<file path="config.mk">
export PLATFORM = sky130hd
export DESIGN_NAME = risc16f84_aux_arbiter
export DESIGN_NICKNAME = d
export VERILOG_FILES = /design/src/rtl/risc16f84_aux_arbiter.sv
export SDC_FILE = /design/constraint.sdc
export NUM_CORES = 1
export LEC_CHECK = 0
export ABC_AREA = 0
export ABC_CLOCK_PERIOD_IN_PS = 5000
export BUFFER_PORTS_ARGS = -buffer_cell sky130_fd_sc_hd__buf_2
export CAP_MARGIN = 10
export CORE_ASPECT_RATIO = 2
export CORE_MARGIN = 2
export CORE_UTILIZATION = 40
export DETAILED_ROUTE_END_ITERATION = 6
export PLACE_DENSITY = 0.82
export SYNTH_ARGS = -nofsm -noshare
export SYNTH_HDL_FRONTEND = slang
export SYNTH_SLANG_ARGS = --single-unit
</file>
<file path="constraint.sdc">
create_clock -name clk_i -period 5 [get_ports clk_i]
set_input_delay 0.25 -clock clk_i [delete_from_list [all_inputs] [get_ports clk_i]]
set_output_delay 0.25 -clock clk_i [all_outputs]
set_load 0.01 [all_outputs]
</file>
<file path="src/rtl/risc16f84_aux_arbiter.sv">
// Two-master arbiter sharing the risc16f84 auxiliary slave between the core and a host port.
// The core has default priority; the host wins idle slots or forces a one-cycle core stall once starved.
module risc16f84_aux_arbiter #(
  parameter int STARVE_LIMIT = 4,
  parameter int STALL_CNT_W  = 16
) (
  input  logic                   clk_i,
  input  logic                   reset_i,
  input  logic                   clk_en_i,
  output logic                   cpu_clk_en_o,
  input  logic [15:0]            cpu_adr_i,
  input  logic [7:0]             cpu_dat_i,
  output logic [7:0]             cpu_dat_o,
  input  logic                   cpu_we_i,
  input  logic                   cpu_re_i,
  input  logic                   host_req_i,
  input  logic                   host_we_i,
  input  logic [15:0]            host_adr_i,
  input  logic [7:0]             host_dat_i,
  output logic [7:0]             host_dat_o,
  output logic                   host_ack_o,
  output logic [15:0]            mem_adr_o,
  output logic [7:0]             mem_dat_o,
  input  logic [7:0]             mem_dat_i,
  output logic                   mem_we_o,
  output logic                   mem_re_o,
  output logic [STALL_CNT_W-1:0] stall_cnt_o
);

  // A limit of 0 still needs a one-bit counter that never leaves zero.
  localparam int WAIT_W = (STARVE_LIMIT > 0) ? $clog2(STARVE_LIMIT + 1) : 1;
  localparam logic [WAIT_W-1:0] WAIT_MAX = WAIT_W'(STARVE_LIMIT);

  logic [WAIT_W-1:0] wait_cnt;
  logic              cpu_req;
  logic              host_pend;
  logic              starve;
  logic              grant_host;
  logic              grant_cpu;

  assign cpu_req    = clk_en_i & (cpu_we_i | cpu_re_i);
  assign host_pend  = host_req_i & ~host_ack_o;
  assign starve     = (wait_cnt == WAIT_MAX);
  assign grant_host = ~reset_i & host_pend & (~cpu_req | starve);
  assign grant_cpu  = ~reset_i & cpu_req & ~grant_host;

  assign cpu_clk_en_o = clk_en_i & ~(cpu_req & grant_host);
  assign cpu_dat_o    = mem_dat_i;

  always_comb begin
    mem_adr_o = cpu_adr_i;
    mem_dat_o = cpu_dat_i;
    mem_we_o  = 1'b0;
    mem_re_o  = 1'b0;
    if (grant_host) begin
      mem_adr_o = host_adr_i;
      mem_dat_o = host_dat_i;
      mem_we_o  = host_we_i;
      mem_re_o  = ~host_we_i;
    end else if (grant_cpu) begin
      mem_we_o  = cpu_we_i;
      mem_re_o  = cpu_re_i;
    end
  end

  always_ff @(posedge clk_i) begin
    if (reset_i) begin
      host_ack_o  <= 1'b0;
      host_dat_o  <= 8'h00;
      wait_cnt    <= '0;
      stall_cnt_o <= '0;
    end else begin
      host_ack_o <= grant_host;
      if (grant_host && !host_we_i) begin
        host_dat_o <= mem_dat_i;
      end
      if (grant_host) begin
        wait_cnt <= '0;
      end else if (host_pend && (wait_cnt != WAIT_MAX)) begin
        wait_cnt <= wait_cnt + WAIT_W'(1);
      end
      // Counts only cycles where the core actually lost a conflict.
      if (cpu_req && grant_host && !(&stall_cnt_o)) begin
        stall_cnt_o <= stall_cnt_o + STALL_CNT_W'(1);
      end
    end
  end

endmodule
</file>
# Yosys cells after proc, flatten, opt, wreduce, memory -nomap -nowiden
# Index checks and enable logic that the tools add are counted.
# totals
regBits	28
in_bits	63
out_inout_bits	60
wordCells	38
# op_classes
addsub	2
n_eq_ne	2
mux	6
bitwise_logic	16
n_reduce_logical	8
# ops
op	count
adder 16 x 1 -> 16 bit, second input constant	1
two-way mux 16 bit	1
AND reduction 16 bit	1
AND 1 bit	8
two-way mux 8 bit	1
NOT 1 bit	6
logical AND 1 bit	4
two-way mux 1 bit	4
adder 3 x 1 -> 3 bit, second input constant	1
== test 3 bit, second input constant	1
inequality test 3 bit, second input constant	1
logical NOT 1 bit	2
bitwise OR 1 bit	2
OR reduction 2 bit	1

# Depth between registers and ports, before layout
# Gate-level depths: netlist of run 1.
# depth
ltp_word	9
mapped_depth	7
ltp_nobuf	6

# Worst setup path before layout of run 1
# No wires, ideal clock.
# synth_path
path_type	input port to output port
startpoint	in reset_i
endpoint	out mem_adr_o[0]
t_arrival_ns	1.498
required_ns	4.750
slack_ns	3.252
cell_stages	5
path_buffers	2
path_cell_list	buf_2 or3b_1 a21oi_2 buf_4 mux2_2
# synth_via
elab_chain_cells	4
# synth_lines
element	line	text
start, declared	8	input logic reset_i,
NOT 1 bit	44	assign grant_host = ~reset_i & host_pend & (~cpu_req | starve);
AND 1 bit (2 in a row)	44	
two-way mux 16 bit	55	if (grant_host) begin
end, declared	22	output logic [15:0] mem_adr_o,
# Every way passes these cells.

# Final worst setup path of run 1
# layout_path
startpoint	reg host_ack_o
endpoint	out mem_adr_o[6]
# layout_via
elab_chain_cells	5
# layout_lines
element	line	text
start, declared	21	output logic host_ack_o,
start signal, assigned	73	host_ack_o <= grant_host;
NOT 1 bit	42	assign host_pend = host_req_i & ~host_ack_o;
AND 1 bit	42	
AND 1 bit (2 in a row)	44	
two-way mux 16 bit	55	
# Every way passes these cells.

==> results of run 1 <==
-- cell usage after synthesis (2+ instances only) --
| library cell | instances | area share |
|---|---|---|
| o21ai_0 | 4 | 0.011 |
| nand4_2 | 2 | 0.014 |
| or4_1 | 7 | 0.030 |
| a21oi_1 | 11 | 0.031 |
| clkbuf_1 | 2 | 0.0043 |
| inv_1 | 6 | 0.013 |
| mux2i_1 | 10 | 0.057 |
| nand2_1 | 7 | 0.015 |
| dfxtp_1 | 28 | 0.32 |
| or3b_1 | 2 | 0.010 |
| buf_4 | 12 | 0.051 |
| nor3_1 | 4 | 0.011 |
| o31ai_1 | 8 | 0.034 |
| buf_2 | 3 | 0.0086 |
| ha_1 | 3 | 0.021 |
| nand3_1 | 9 | 0.026 |
| and3_1 | 2 | 0.0071 |
| mux2_2 | 24 | 0.15 |
| o311ai_0 | 4 | 0.020 |
| and4_1 | 2 | 0.010 |
| nor2_1 | 9 | 0.019 |
| or3_1 | 3 | 0.011 |
| o41ai_1 | 3 | 0.015 |
| nand4_1 | 3 | 0.011 |
-- flip-flops by register name (all words and copies together), names as in the netlist --
name	cells
host_ack_o	1
host_dat_o	8
stall_cnt_o	16
wait_cnt	3
-- layout make-up --
type | count | area, um2 | share of cell area
clock inverter | 1 | 30.0 | 0.0125
multi-input combinational | 132 | 1050 | 0.437
sequential | 28 | 561 | 0.234
inverter | 6 | 22.5 | 0.00941
clock buffer | 3 | 41.3 | 0.0173
timing repair buffer | 124 | 626 | 0.261
tap | 54 | 67.6 | 0.0282
-- metal layers --
metal	GRT usage	up-vias	wire (um)
met5	0	-	0
met4	0.0873	0	95
met3	0.0338	10	347
met2	0.367	81	2570
met1	0.217	851	1800
li1	-	912	-
-- how the worst max path moves through the flow --
stage | from | end
floorplan | reset_i | mem_adr_o[0]
global placement | reset_i | mem_dat_o[7]
detailed placement | reset_i | mem_adr_o[6]
CTS | host_ack_o | mem_adr_o[6]
global route | host_ack_o | mem_adr_o[3]
finish | host_ack_o | mem_adr_o[6]
-- metrics by stage --
| stage | setup WS, ps | instance area (um2) | power (uW) | util | std cells |
|---|---|---|---|---|---|
| final | 2710 | 2390 | 507 | 0.557 | 348 |
| after global routing | 2620 | 2390 | 530 | 0.557 | 348 |
| after CTS | 2710 | 2390 | 511 | 0.557 | 348 |
| after detailed placement | 2770 | 2320 | 335 | 0.540 | 344 |
| after global placement | 2810 | 2320 | 332 | 0.540 | 344 |
| after floorplan | 3250 | 1750 | 290 | - | 184 |
-- power groups by stage --
| stage | clock network (uW) | registers [uW] | logic [uW] |
|---|---|---|---|
| floorplan | 0 | 234 | 56.0 |
| global placement | 0 | 234 | 98.1 |
| detailed placement | 0 | 234 | 101 |
| CTS | 181 | 228 | 102 |
| global route | 191 | 229 | 110 |
| finish | 178 | 228 | 101 |
-- kinds of logic (layout without fill, tap and decap cells) --
| logic type | count (synthesis) | in the layout | synth area share |
|---|---|---|---|
| simple gates | 57 | 57 | 0.212 |
| compound gates | 36 | 36 | 0.142 |
| mux | 34 | 34 | 0.211 |
| flops | 28 | 28 | 0.320 |
| buf+inv | 24 | 134 | 0.0835 |
| fa+ha+maj | 3 | 3 | 0.0214 |
| xor+xnor | 2 | 2 | 0.00999 |
-- worst max-delay path, cell delays in order (launching register included) --
cell and delay (ps):
dfxtp_1 360, or3b_1 410, a21oi_2 120, buf_4 340, mux2_2 390, buf_2 140
==> flow_summary.ini, run 1 <==
[global_routing]
grt_pass1_vias = 1800
overflow = 0
grt_max_degree = 31
antenna_found_initial = 0
grt_first_pass_wirelength_um = 7970
grt_usage = 0.201

[run]
maxCapViolations = 0

[synth]
synth_top_flop_cell = dfxtp_1
async_reset_ff_frac = 0
synth_edf_count = 0
post_synth_num_cell_types = 40
syn_area_um2 = 1750
syn-mean-instance-area_um2 = 9.53
yosys_warnings = 0
synthesis.nets = 250
ys_seq_area_frac = 0.320
netlist_instances = 184
ys_ff_latch = 28

[floorplan]
ios = 123
dieWidth_um = 50.8
die_area_um2 = 4960
initial_utilization = 0.408
num_rows = 34
die_height_um = 97.6
core-area_um2 = 4300

[critical_path]
cp-start-kind = register
worstSetupPathType = register to output pin
cp.arrival_ps = 2040
r2r_cells = 5
reg2reg_slack_ps = 2900
required_ps = 4750
cp_max_fo = 30
r2r-start = stall_cnt_o[0]
r2r-end = stall_cnt_o[9]
cp-end-kind = output pin

[hold_path]
min_path_type = input pin to register
hold_path_depth = 3
hold_end = host_dat_o[0]
min_from = mem_dat_i[0]

[timing]
fin_crit_ps = 2290
fmax_mhz = 436
setup_tns_ps = 0
hold_ws_ps = 215
drv_slew = 0
hold_viol = 0
slew_headroom = 0.356
rsz0062_at_grt = false
worstMarginPinSlew_ps = 959
finalCritPeriodShare = 0.459
skew_ps = 5.39
setup_violations = 0

[route]
routed_wl_um = 4810
drtIter0Drc = 36
drc = 0
routedWlPerCell_um = 13.8
viasPerCell = 5.33
dr.pass1.iters = 4
antenna_left = 0
via_count = 1854

[clock_tree]
hold_buffers = 0
cts_buffers = 3
root_buffer = clkbuf_8
clock_sinks = 28
cts_setup_buffers = 0
clock_path_buffers = 2
clkTransAtPathRegs_ps = 100
cts_tree = yes
worstSkewPairLatency_ps = 280
h-tree-depth = 1
cts_resized = 0

[cells_and_area]
areaGrowthSynthToFinish_pct = 36.5
n_fill_cell = 413
final_nets = 361
drive_gt1_frac = 0.548
layout_commonest_cell = buf_2
diodes = 0
final_cell_mix = buf_2 (122), dfxtp_1 (28), mux2_2 (24), a21oi_1 (11), mux2i_1 (10)

[pwr]
seqPwrFrac = 0.450
swShare = 0.236
combPwrFrac = 0.199
p_per_area_nw_per_um2 = 212
power_frac_clock = 0.350
switchingPower_uw = 120
internal-power_uw = 387
p_leak_uw = 0.00111
ir_worst_vdd_mv = 0.175

[placement]
io_buffers = 122
gp_congestion = 0.859
hpwl_um = 3890

[status]
status = finished clean
No activity file was read; power rests on OpenSTA's default activity.
==> inputs of run 2 (changes only) <==
==> config.mk (replaced) <==
export PLATFORM = sky130hd
export DESIGN_NAME = risc16f84_aux_arbiter
export DESIGN_NICKNAME = d
export VERILOG_FILES = /design/src/rtl/risc16f84_aux_arbiter.sv
export SDC_FILE = /design/constraint.sdc
export NUM_CORES = 1
export LEC_CHECK = 0
export ABC_AREA = 1
export ABC_CLOCK_PERIOD_IN_PS = 2000
export BUFFER_PORTS_ARGS = -buffer_cell sky130_fd_sc_hd__buf_2
export CAP_MARGIN = 10
export CORE_ASPECT_RATIO = 2
export CORE_MARGIN = 2
export CORE_UTILIZATION = 38
export DETAILED_ROUTE_END_ITERATION = 6
export PLACE_DENSITY = 0.8
export SYNTH_ARGS = -nofsm -noshare
export SYNTH_HDL_FRONTEND = slang
export SYNTH_SLANG_ARGS = --single-unit
==> constraint.sdc (replaced) <==
create_clock -name clk_i -period 2 [get_ports clk_i]
set_input_delay 0.1 -clock clk_i [delete_from_list [all_inputs] [get_ports clk_i]]
set_output_delay 0.1 -clock clk_i [all_outputs]
set_load 0.01 [all_outputs]
==> flow_summary.ini, run 2 <==
[status]
status = finished clean

[critical_path]
r2r-end = stall_cnt_o[15]
cp_max_fo = 35
required_ps = 1900
crit_path_start = wait_cnt[0]
r2r-start = stall_cnt_o[0]
cp-end-kind = output pin
worstSetupPathType = register to output pin
cp.arrival_ps = 1750
cp-start-kind = register
reg2reg_slack_ps = 340
critPathCapture = mem_re_o
r2r_cells = 9

[global_routing]
grt_pass1_vias = 1958
grt_first_pass_wirelength_um = 7810
antenna_found_initial = 0
overflow = 0
grt_max_degree = 36
grt_usage = 0.186

[clock_tree]
cts_tree = yes
cts_resized = 1
clkTransAtPathRegs_ps = 90
clock_path_buffers = 2
clock_sinks = 28
hold_buffers = 0
root_buffer = clkbuf_8
h-tree-depth = 1
worstSkewPairLatency_ps = 270
cts_setup_buffers = 0
cts_buffers = 3

[route]
routed_wl_um = 5370
via_count = 2250
drc = 0
drtIter0Drc = 30
routedWlPerCell_um = 11.2
antenna_left = 0
viasPerCell = 4.71
dr.pass1.iters = 4

[timing]
drv_slew = 0
fin_crit_ps = 1850
setup_tns_ps = 0
finalCritPeriodShare = 0.923
fmax_mhz = 542
hold_ws_ps = 104
setup_violations = 0
worst_slack_ps = 154
worstMarginPinSlew_ps = 469
skew_ps = 1.69
hold_viol = 0
slew_headroom = 0.687
rsz0062_at_grt = false

[floorplan]
die_height_um = 103
die_area_um2 = 5530
num_rows = 36
ios = 123
initial_utilization = 0.388
dieWidth_um = 53.6
core-area_um2 = 4820

[cells_and_area]
final_cell_mix = nand2_1 (129), buf_2 (122), nor2_1 (42), dfxtp_1 (28), inv_1 (20)
n_fill_cell = 512
final_nets = 488
layout_commonest_cell = nand2_1
diodes = 0
top_register = stall_cnt_o
largest_reg_flops = 16
largestRegisters = stall_cnt_o: 16 flops, host_dat_o: 8 flops, wait_cnt: 3 flops
areaGrowthSynthToFinish_pct = 34.6
drive_gt1_frac = 0.344
design_area_um2 = 2510

[synth]
synth_top_cells_by_count = nand2_1 (129), nor2_1 (42), dfxtp_1 (28)
synth_top_area_cell = dfxtp_1
synth_top_flop_cell = dfxtp_1
synthesis.nets = 375
yosys_warnings = 0
netlist_instances = 309
async_reset_ff_frac = 0
synth_most_common_cell = nand2_1
ys_seq_area_frac = 0.300
post_synth_num_cell_types = 26
synth_edf_count = 0
ys_ff_latch = 28
syn-mean-instance-area_um2 = 6.05
syn_area_um2 = 1870
synth_top_area_frac = 0.300
ys_top_cells_by_area = dfxtp_1 (30%), nand2_1 (26%), nor2_1 (8.4%)

[placement]
dpl_worst_slack_ps = 261
gp_congestion = 0.798
io_buffers = 122
dpl-instance-area_um2 = 2460
hpwl_um = 4360

[run]
maxCapViolations = 0

[pwr]
p_per_area_nw_per_um2 = 466
p_leak_uw = 0.00140
p_total_uw = 1170
ir_worst_vdd_mv = 0.410

[hold_path]
hold_path_depth = 3
min_path_type = input pin to register
run 2: critical path, stage by stage, from the launching register on:
cell,delay (ps)
dfxtp_1,340
inv_1,80
ha_1,150
nand2_1,60
nand2_1,80
nand2_2,70
inv_4,260
nand2_2,200
nand2_1,100
buf_2,140
run 2: stage by stage:
stage                      util  std cells
after floorplan               -        309
after global placement    0.510        474
after detailed placement  0.510        474
after CTS                 0.522        478
after global routing      0.522        478
final                     0.522        478
run 2: worst min path at each step:
stage | start | endpoint | slack, ps
final | mem_dat_i[7] | host_dat_o[7] | 100
after global routing | mem_dat_i[5] | host_dat_o[5] | 100
after CTS | mem_dat_i[7] | host_dat_o[7] | 100
after detailed placement | mem_dat_i[7] | host_dat_o[7] | 400
after global placement | mem_dat_i[7] | host_dat_o[7] | 390
after floorplan | mem_dat_i[2] | host_dat_o[2] | 260
run 2: where the power goes:
part	internal, uW	switching (uW)	leakage [uW]
Combinational	115	138	0.00115
Sequential	565	6.08	0.000226
Clock	176	171	0.0000288
Total	856	315	0.00140
run 2: layout make-up:
type / count / area, um2 / area share
clock buffer: 4 / 55.1 / 0.0219
timing repair buffer: 125 / 633 / 0.252
multi-input combinational: 242 / 1110 / 0.441
sequential: 28 / 561 / 0.223
inverter: 22 / 85.1 / 0.0338
tap: 57 / 71.3 / 0.0284
run 2: cell families (layout without fill, tap and decap cells):
kind of cell               after synthesis  count (layout)  synth area share
AOI/OAI and AO/OA                       26              26            0.0737
xor gates and xnor gates                 8               8            0.0375
adders and majority gates                3               3            0.0201
buffers and inverters                   39             151             0.106
DFF                                     28              28             0.300
and+or+nand+nor                        205             205             0.463
run 2: layer usage:
metal | share of wire | wire length, um | up-vias | GRT usage
met1 | 0.36 | 1910 | 974 | 0.147
li1 | - | - | 1178 | -
met4 | 0.0074 | 40 | 0 | 0.0454
met2 | 0.55 | 2940 | 94 | 0.410
met3 | 0.090 | 483 | 4 | 0.0362
met5 | 0 | 0 | - | 0
